==> src/rtl/rate_conv_pkg.sv <==
// Shared definitions for the 4-to-3 rate conversion stages (transmit and receive).
// Holds the framing FSM state encoding, default widths shared by both directions,
// and a helper for sizing small saturating counters.
package rate_conv_pkg;

  // Defaults shared with the 4-to-3 transmit stage.
  localparam int DEF_DATA_W     = 8;
  localparam int DEF_FRAME_LEN  = 4;

  // Receive-side defaults.
  localparam int DEF_FIFO_DEPTH = 8;
  localparam int DEF_LOCK_CNT   = 3;
  localparam int DEF_MISS_CNT   = 2;

  // Framing FSM states.
  typedef enum logic [1:0] {
    SEARCH = 2'b00,
    VERIFY = 2'b01,
    LOCKED = 2'b10
  } frame_state_t;

  // Bits needed to hold values 0..n-1, never less than one bit.
  function automatic int cnt_w(input int n);
    return (n <= 2) ? 1 : $clog2(n);
  endfunction

endpackage

==> src/rtl/destuff4to3_rx_if.sv <==
// Slot stream in / payload stream out for the 4-to-3 destuffer.
// master: the destuffer (consumes x/x_sync, drives y/y_valid, samples y_ready).
// slave : the surrounding logic (drives x/x_sync and y_ready, consumes y/y_valid).
interface destuff4to3_rx_if
  import rate_conv_pkg::*;
#(
  parameter int DATA_W = DEF_DATA_W
);

  logic [DATA_W-1:0] x;        // incoming slot data, one slot per cycle
  logic              x_sync;   // high in the stuff slot of each frame
  logic [DATA_W-1:0] y;        // payload sample at FIFO head
  logic              y_valid;  // y holds a valid sample
  logic              y_ready;  // consumer accepts y this cycle

  modport master (
    input  x,
    input  x_sync,
    input  y_ready,
    output y,
    output y_valid
  );

  modport slave (
    output x,
    output x_sync,
    output y_ready,
    input  y,
    input  y_valid
  );

endinterface

==> src/rtl/destuff4to3_rx_sync_fifo.sv <==
// Show-ahead payload FIFO with a registered head word.
// Latency: a word written at edge t appears on rd_data/!empty after edge t+1 when the FIFO was empty.
// Backpressure: rd_en stalls the head; a write into a full FIFO with no read is dropped and sets ovf.
// Ports: clk_div3, reset (sync, active-low); wr_en/wr_data/full; rd_en/rd_data/empty; ovf (sticky).
module sync_fifo
  import rate_conv_pkg::*;
#(
  parameter int DATA_W     = DEF_DATA_W,
  parameter int FIFO_DEPTH = DEF_FIFO_DEPTH
) (
  input  logic              clk_div3,
  input  logic              reset,
  input  logic              wr_en,
  input  logic [DATA_W-1:0] wr_data,
  output logic              full,
  input  logic              rd_en,
  output logic [DATA_W-1:0] rd_data,
  output logic              empty,
  output logic              ovf
);

  localparam int PW = $clog2(FIFO_DEPTH);
  localparam int CW = PW + 1;

  logic [DATA_W-1:0] mem [FIFO_DEPTH];
  logic [PW-1:0]     wr_ptr;
  logic [PW-1:0]     rd_ptr;
  logic [PW-1:0]     rd_ptr_nxt;
  logic [CW-1:0]     count;
  logic [CW-1:0]     count_rd;
  logic              head_vld;
  logic [DATA_W-1:0] head_dat;
  logic              do_rd;
  logic              do_wr;

  assign full  = (count == CW'(FIFO_DEPTH));
  assign do_rd = rd_en && head_vld;
  // A full FIFO still accepts a write when the head leaves in the same cycle.
  assign do_wr = wr_en && (!full || do_rd);

  // Occupancy after this cycle's read but before this cycle's write: the head
  // register only ever shows words already stored before the current edge, which
  // keeps the head and the pointers consistent and gives the one-cycle write latency.
  assign count_rd   = count - CW'(do_rd);
  assign rd_ptr_nxt = rd_ptr + PW'(do_rd);

  always_ff @(posedge clk_div3) begin
    if (do_wr) begin
      mem[wr_ptr] <= wr_data;
    end
  end

  always_ff @(posedge clk_div3) begin
    if (!reset) begin
      wr_ptr   <= '0;
      rd_ptr   <= '0;
      count    <= '0;
      head_vld <= 1'b0;
      head_dat <= '0;
      ovf      <= 1'b0;
    end else begin
      if (do_wr) begin
        wr_ptr <= wr_ptr + PW'(1);
      end
      rd_ptr <= rd_ptr_nxt;
      count  <= count_rd + CW'(do_wr);
      // The slot being written this edge is never the next head while the head is
      // valid, so reading the array here sees settled data.
      head_vld <= (count_rd != '0);
      head_dat <= (count_rd != '0) ? mem[rd_ptr_nxt] : '0;
      if (wr_en && full && !do_rd) begin
        ovf <= 1'b1;
      end
    end
  end

  assign rd_data = head_dat;
  assign empty   = !head_vld;

endmodule

==> src/rtl/destuff4to3_rx.sv <==
// Locks to the 4-to-3 slot framing, strips the stuff slot and queues payload for the consumer.
// Latency: payload sampled at edge t is on y after edge t+1 when the FIFO is empty; locked/stuff_err are registered.
// Backpressure: y_valid/y_ready; the input stream cannot stall, so payload arriving at a full FIFO is dropped (ovf).
// Ports: clk_div3, reset (sync, active-low); io (x, x_sync in; y, y_valid out; y_ready in);
//        locked, stuff_err (1-cycle pulse), ovf (sticky).
module destuff4to3_rx
  import rate_conv_pkg::*;
#(
  parameter int DATA_W     = DEF_DATA_W,
  parameter int FRAME_LEN  = DEF_FRAME_LEN,
  parameter int FIFO_DEPTH = DEF_FIFO_DEPTH,
  parameter int LOCK_CNT   = DEF_LOCK_CNT,
  parameter int MISS_CNT   = DEF_MISS_CNT
) (
  input  logic              clk_div3,
  input  logic              reset,
  destuff4to3_rx_if.master  io,
  output logic              locked,
  output logic              stuff_err,
  output logic              ovf
);

  localparam int CW = cnt_w(FRAME_LEN);
  localparam int GW = cnt_w(LOCK_CNT + 1);
  localparam int MW = cnt_w(MISS_CNT + 1);

  frame_state_t      state;
  frame_state_t      state_nxt;
  logic [CW-1:0]     cnt;
  logic [CW-1:0]     cnt_nxt;
  logic [CW-1:0]     cnt_inc;
  logic [GW-1:0]     good;
  logic [GW-1:0]     good_nxt;
  logic [MW-1:0]     miss;
  logic [MW-1:0]     miss_nxt;
  logic              stuff_err_nxt;
  logic              is_stuff;
  logic              wr_en;
  logic              fifo_full;
  logic              fifo_empty;
  logic [DATA_W-1:0] head_dat;

  assign is_stuff = (cnt == '0);
  assign cnt_inc  = (cnt == CW'(FRAME_LEN - 1)) ? '0 : cnt + CW'(1);

  always_ff @(posedge clk_div3) begin
    if (!reset) begin
      state     <= SEARCH;
      cnt       <= '0;
      good      <= '0;
      miss      <= '0;
      locked    <= 1'b0;
      stuff_err <= 1'b0;
    end else begin
      state     <= state_nxt;
      cnt       <= cnt_nxt;
      good      <= good_nxt;
      miss      <= miss_nxt;
      locked    <= (state_nxt == LOCKED);
      stuff_err <= stuff_err_nxt;
    end
  end

  always_comb begin
    state_nxt     = state;
    cnt_nxt       = cnt_inc;
    good_nxt      = good;
    miss_nxt      = miss;
    stuff_err_nxt = 1'b0;
    wr_en         = 1'b0;

    case (state)
      SEARCH: begin
        if (io.x_sync) begin
          // The sync slot is slot 0, so the following slot is slot 1.
          cnt_nxt  = CW'(1);
          good_nxt = GW'(1);
          if (LOCK_CNT <= 1) begin
            state_nxt = LOCKED;
            miss_nxt  = '0;
          end else begin
            state_nxt = VERIFY;
          end
        end
      end

      VERIFY: begin
        if (is_stuff && io.x_sync) begin
          if (good >= GW'(LOCK_CNT - 1)) begin
            good_nxt  = GW'(LOCK_CNT);
            miss_nxt  = '0;
            state_nxt = LOCKED;
          end else begin
            good_nxt = good + GW'(1);
          end
        end else if (is_stuff || io.x_sync) begin
          // Missing or misplaced sync; a sync seen here is deliberately not reused
          // as the start of a new search, the counter just keeps running.
          good_nxt  = '0;
          state_nxt = SEARCH;
        end
      end

      LOCKED: begin
        wr_en = !is_stuff;
        if (is_stuff && io.x_sync) begin
          miss_nxt      = '0;
          stuff_err_nxt = (io.x != '0);
        end else if (is_stuff || io.x_sync) begin
          // A misplaced sync still lands in a payload slot, which is written above.
          if (miss >= MW'(MISS_CNT - 1)) begin
            miss_nxt  = MW'(MISS_CNT);
            good_nxt  = '0;
            state_nxt = SEARCH;
          end else begin
            miss_nxt = miss + MW'(1);
          end
        end
      end

      default: begin
        state_nxt = SEARCH;
      end
    endcase
  end

  // Losing lock does not flush: already accepted payload keeps draining.
  sync_fifo #(
    .DATA_W     (DATA_W),
    .FIFO_DEPTH (FIFO_DEPTH)
  ) u_fifo (
    .clk_div3 (clk_div3),
    .reset    (reset),
    .wr_en    (wr_en),
    .wr_data  (io.x),
    .full     (fifo_full),
    .rd_en    (io.y_ready),
    .rd_data  (head_dat),
    .empty    (fifo_empty),
    .ovf      (ovf)
  );

  assign io.y       = head_dat;
  assign io.y_valid = !fifo_empty;

endmodule

==> src/flat_wrapper.sv <==
// flat-port wrapper written by rule: the top's interface ports become plain ports
module destuff4to3_rx_flat import rate_conv_pkg::*;
#(
  parameter int DATA_W     = DEF_DATA_W,
  parameter int FRAME_LEN  = DEF_FRAME_LEN,
  parameter int FIFO_DEPTH = DEF_FIFO_DEPTH,
  parameter int LOCK_CNT   = DEF_LOCK_CNT,
  parameter int MISS_CNT   = DEF_MISS_CNT
)
  (clk_div3, reset, locked, stuff_err, ovf, io_x, io_x_sync, io_y_ready, io_y, io_y_valid);
  destuff4to3_rx_if #(.DATA_W(DATA_W)) io_i ();
  input  logic clk_div3;
  input  logic reset;
  output logic locked;
  output logic stuff_err;
  output logic ovf;
  input wire logic [$bits(io_i.x)-1:0] io_x;
  input wire logic [$bits(io_i.x_sync)-1:0] io_x_sync;
  input wire logic [$bits(io_i.y_ready)-1:0] io_y_ready;
  output wire logic [$bits(io_i.y)-1:0] io_y;
  output wire logic [$bits(io_i.y_valid)-1:0] io_y_valid;
  assign io_i.x = io_x;
  assign io_i.x_sync = io_x_sync;
  assign io_i.y_ready = io_y_ready;
  assign io_y = io_i.y;
  assign io_y_valid = io_i.y_valid;
  destuff4to3_rx #(.DATA_W(DATA_W), .FRAME_LEN(FRAME_LEN), .FIFO_DEPTH(FIFO_DEPTH), .LOCK_CNT(LOCK_CNT), .MISS_CNT(MISS_CNT)) u_core (.clk_div3(clk_div3), .reset(reset), .io(io_i), .locked(locked), .stuff_err(stuff_err), .ovf(ovf));
endmodule
==> config.mk <==
export PLATFORM = sky130hd
export DESIGN_NAME = destuff4to3_rx_flat
export DESIGN_NICKNAME = d
export VERILOG_FILES = /design/src/rtl/rate_conv_pkg.sv /design/src/rtl/destuff4to3_rx_if.sv /design/src/rtl/destuff4to3_rx_sync_fifo.sv /design/src/rtl/destuff4to3_rx.sv /design/src/flat_wrapper.sv
export SDC_FILE = /design/constraint.sdc
export NUM_CORES = 1
export LEC_CHECK = 0
export CORE_MARGIN = 10
export CORE_UTILIZATION = 36
export CTS_BUF_LIST = sky130_fd_sc_hd__clkbuf_16
export DETAILED_ROUTE_END_ITERATION = 7
export PLACE_DENSITY = 0.53
export SLEW_MARGIN = 5
export SYNTH_ARGS = -nofsm -noshare
export SYNTH_HDL_FRONTEND = slang
export SYNTH_SLANG_ARGS = --single-unit
==> constraint.sdc <==
create_clock -name clk_div3 -period 2.7 [get_ports clk_div3]
set_input_delay 0.27 -clock clk_div3 [delete_from_list [all_inputs] [get_ports clk_div3]]
set_output_delay 0.27 -clock clk_div3 [all_outputs]
set_load 0.005 [all_outputs]
==> impl_metrics.csv <==
group,metric,value,unit
route,dr.first_iter.drc_count,121,
timing,fmax,445,MHz
yosys,synth.area.top_cells,"edfxtp_1 (51%), dfxtp_1 (16%), mux4_2 (9.5%)",
clock_tree,cts.path.max_buffers,2,
yosys,yosys.area.top_type_share,0.508,
worst_setup_path,crit_slowest_cell,"o41a_1",
finish,utilization,0.450,
place,dp_hpwl,5120,um
pwr,fin_total_pwr,3.59,mW
grt,grt-ovfl-total,0,
timing,slew_headroom,0.753,
finish,n_antenna_cell,0,
clock_tree,clk_pin_slew,0.07,ns
finish,final_cell_area,0.00463,mm2
clock_tree,ctsResizeCount,0,
worst_hold_path,holdPathStages,2,
worst_setup_path,worstSetupStartpointType,"flop",
place,gp_congestion,0.756,
route,dr.pass1.iters,4,
yosys,ys_seq_area_frac,0.667,
clock_tree,numCtsBuffers,9,
yosys,syn_avg_cell_area,14.8,um2
route,vias,2156,
timing,tightest_slew,0.369,ns
yosys,synth-seq-cells,94,
worst_setup_path,end_kind,"flop",
worst_hold_path,hold_class,"reg -> reg",
clock_tree,cts_num_sinks,94,
worst_setup_path,worstPathArrival,2.29,ns
worst_setup_path,critPathMaxFanout,7,
timing,final-setup-viol-count,0,
yosys,synth_cell_types,45,
grt,grt_pass1_vias,2223,
worst_setup_path,worstRegToRegCells,7,
yosys,synthTopCellsByCount,"edfxtp_1 (64), dfxtp_1 (30), nand2_1 (23), a21oi_1 (19)",
pwr,power_leakage,1.66,nW
timing,rsz0062_at_grt,"no",
grt,grt_max_degree,18,
grt,antenna_found_initial,0,
finish,drive_gt1_frac,0.193,
timing,maxSlewViolCount,0,
clock_tree,cts-htree-levels,3,
finish,instances_no_fill,447,
floorplanning,die_width,122,um
floorplanning,rows,37,
yosys,yosys.area.top_type,"edfxtp_1",
yosys,synth_edf_count,64,
yosys,async_flop_share,0,
worst_setup_path,startpoint,"u_core.state[0]",
floorplanning,io_pins,24,
yosys,syn_nets,281,
clock_tree,clk_latency,0.34,ns
route,routed_wl,7400,um
route,wl_per_cell,16.6,um
yosys,synth_area,0.00378,mm2
floorplanning,start_util,0.368,
finish,nets,332,
pwr,ir_drop,0.286,mV
timing,finalHoldViolCount,0,
yosys,yosysMostFrequentCell,"edfxtp_1",
place,dp_cells,432,
floorplanning,die_area,0.0150,mm2
floorplanning,die_h,122,um
flow_run,cap_violations,0,
floorplanning,core,0.0103,mm2
route,vias_per_cell,4.82,
timing,post-route-period-util,0.832,
clock_tree,post_cts_buffers,0,
worst_hold_path,min_to,"u_core.u_fifo.ovf",
worst_setup_path,r2r-end,"u_core.u_fifo.mem[1][6]",
pwr,power.density,775,mW/mm2
worst_setup_path,r2r_start,"u_core.state[0]",
clock_tree,cts_tree,"built",
yosys,synth_warnings,0,
worst_setup_path,crit_family,"simple AND/OR/NAND/NOR gates",
timing,period_minus_slack,2.25,ns
route,antenna_left,0,
route,drc,0,
place,portBuffers,23,
grt,grt_pass1_wl,12000,um
run_status,status,"complete, no violations",
grt,grt_usage,0.106,
clock_tree,cts_hold_buffers,0,
yosys,synthFlopType,"edfxtp_1",
worst_hold_path,min_from,"u_core.u_fifo.ovf",
finish,area_growth,22.4,%
worst_setup_path,slowest_delay,0.35,ns
worst_setup_path,path_buf_inv,2,
worst_setup_path,reg2reg_setup_slack,0.45,ns
worst_setup_path,worstPathCellList,"inv_1 -> ha_1 -> nor2b_1 -> o41a_1 -> nand2_1 -> nor3_1 -> buf_4",
timing,skew,0.00795,ns
worst_setup_path,critPathRequiredTime,2.74,ns
place,placed_area,0.00433,mm2
worst_setup_path,path_class,"reg -> reg",
timing,totalNegativeSetupSlack,0,ns
yosys,syn_inst,256,
clock_tree,root_buffer,"clkbuf_16",
## flip-flops by register name, indices dropped and copies added, names as in the netlist
| name | count |
|---|---|
| u_core.locked | 1 |
| u_core.u_fifo.mem | 64 |
| u_core.u_fifo.count | 4 |
| u_core.cnt | 2 |
| u_core.miss | 2 |
| u_core.u_fifo.head_vld | 1 |
| u_core.u_fifo.wr_ptr | 3 |
| u_core.state | 2 |
| u_core.u_fifo.rd_ptr | 3 |
| u_core.u_fifo.rd_data | 8 |
| u_core.good | 2 |
| u_core.stuff_err | 1 |
| u_core.u_fifo.ovf | 1 |
## cells in the final DEF, fill, tap and decap left out, types with 9 or more instances in the layout
master           Yosys  layout
a21oi_1             19      19
buf_4                1      22
clkbuf_16            0       9
clkdlybuf4s50_1      0      23
dfxtp_1             30      30
edfxtp_1            64      64
ha_1                13      13
inv_1               11      11
mux4_2              16      16
nand2_1             23      23
nor2_1              16      16
## per-layer routing
layer	global-route usage	vias up	routed length, um
met3	0.0308	10	337
met5	0	-	0
li1	-	1061	-
met2	0.172	36	3700
met4	0.0427	0	123
met1	0.130	1049	3240
## tightest hold or removal path, stage by stage, from the launching register on
cell and delay, ns:
dfxtp_1 0.33, a21oi_1 0.04, nor2_1 0.07
## report_power, final
| part | switching (mW) | total, mW | internal [mW] |
|---|---|---|---|
| registers | 0.0398 | 1.66 | 1.62 |
| logic | 0.303 | 0.686 | 0.383 |
| clock network | 0.521 | 1.24 | 0.721 |
| total | 0.864 | 3.59 | 2.72 |
## stage by stage
step	setup WS [ns]	hold WS [ns]
finish	0.455	0.475
global route	0.272	0.511
CTS	0.472	0.486
detailed placement	0.370	0.469
global placement	0.418	0.457
floorplan	0.489	0.369
## worst max-delay path by stage
stage | cells past startpoint | slack, ns | to
after floorplan | 6 | 0.49 | u_core.u_fifo.mem[0][0]
after global placement | 9 | 0.42 | u_core.u_fifo.rd_data[1]
after detailed placement | 9 | 0.37 | u_core.u_fifo.rd_data[0]
after CTS | 7 | 0.47 | u_core.u_fifo.mem[1][6]
after global routing | 7 | 0.27 | u_core.u_fifo.mem[1][6]
final | 7 | 0.45 | u_core.u_fifo.mem[1][6]
## cell families (layout without fill, tap and decap cells)
logic type / Yosys count / after routing / synth area share
AND/OR/NAND/NOR: 72 / 72 / 0.0950
multiplexers: 18 / 18 / 0.101
buffers and inverters: 18 / 73 / 0.0215
AO/OA/AOI/OAI: 35 / 35 / 0.0589
XOR/XNOR: 6 / 6 / 0.0139
flip-flops: 94 / 94 / 0.667
adder cells (fa/ha/maj): 13 / 13 / 0.0430
## area by class of cell
cell class,instances,area (um2)
flip-flops and latches,94,2520
multi-input cells,144,1180
inverters,12,45.0
well taps,136,170
clock buffers,9,225
clock inverters,6,71.3
repair buffers,46,415
fillers,942,5650
No activity file was read; power rests on OpenSTA's default activity.
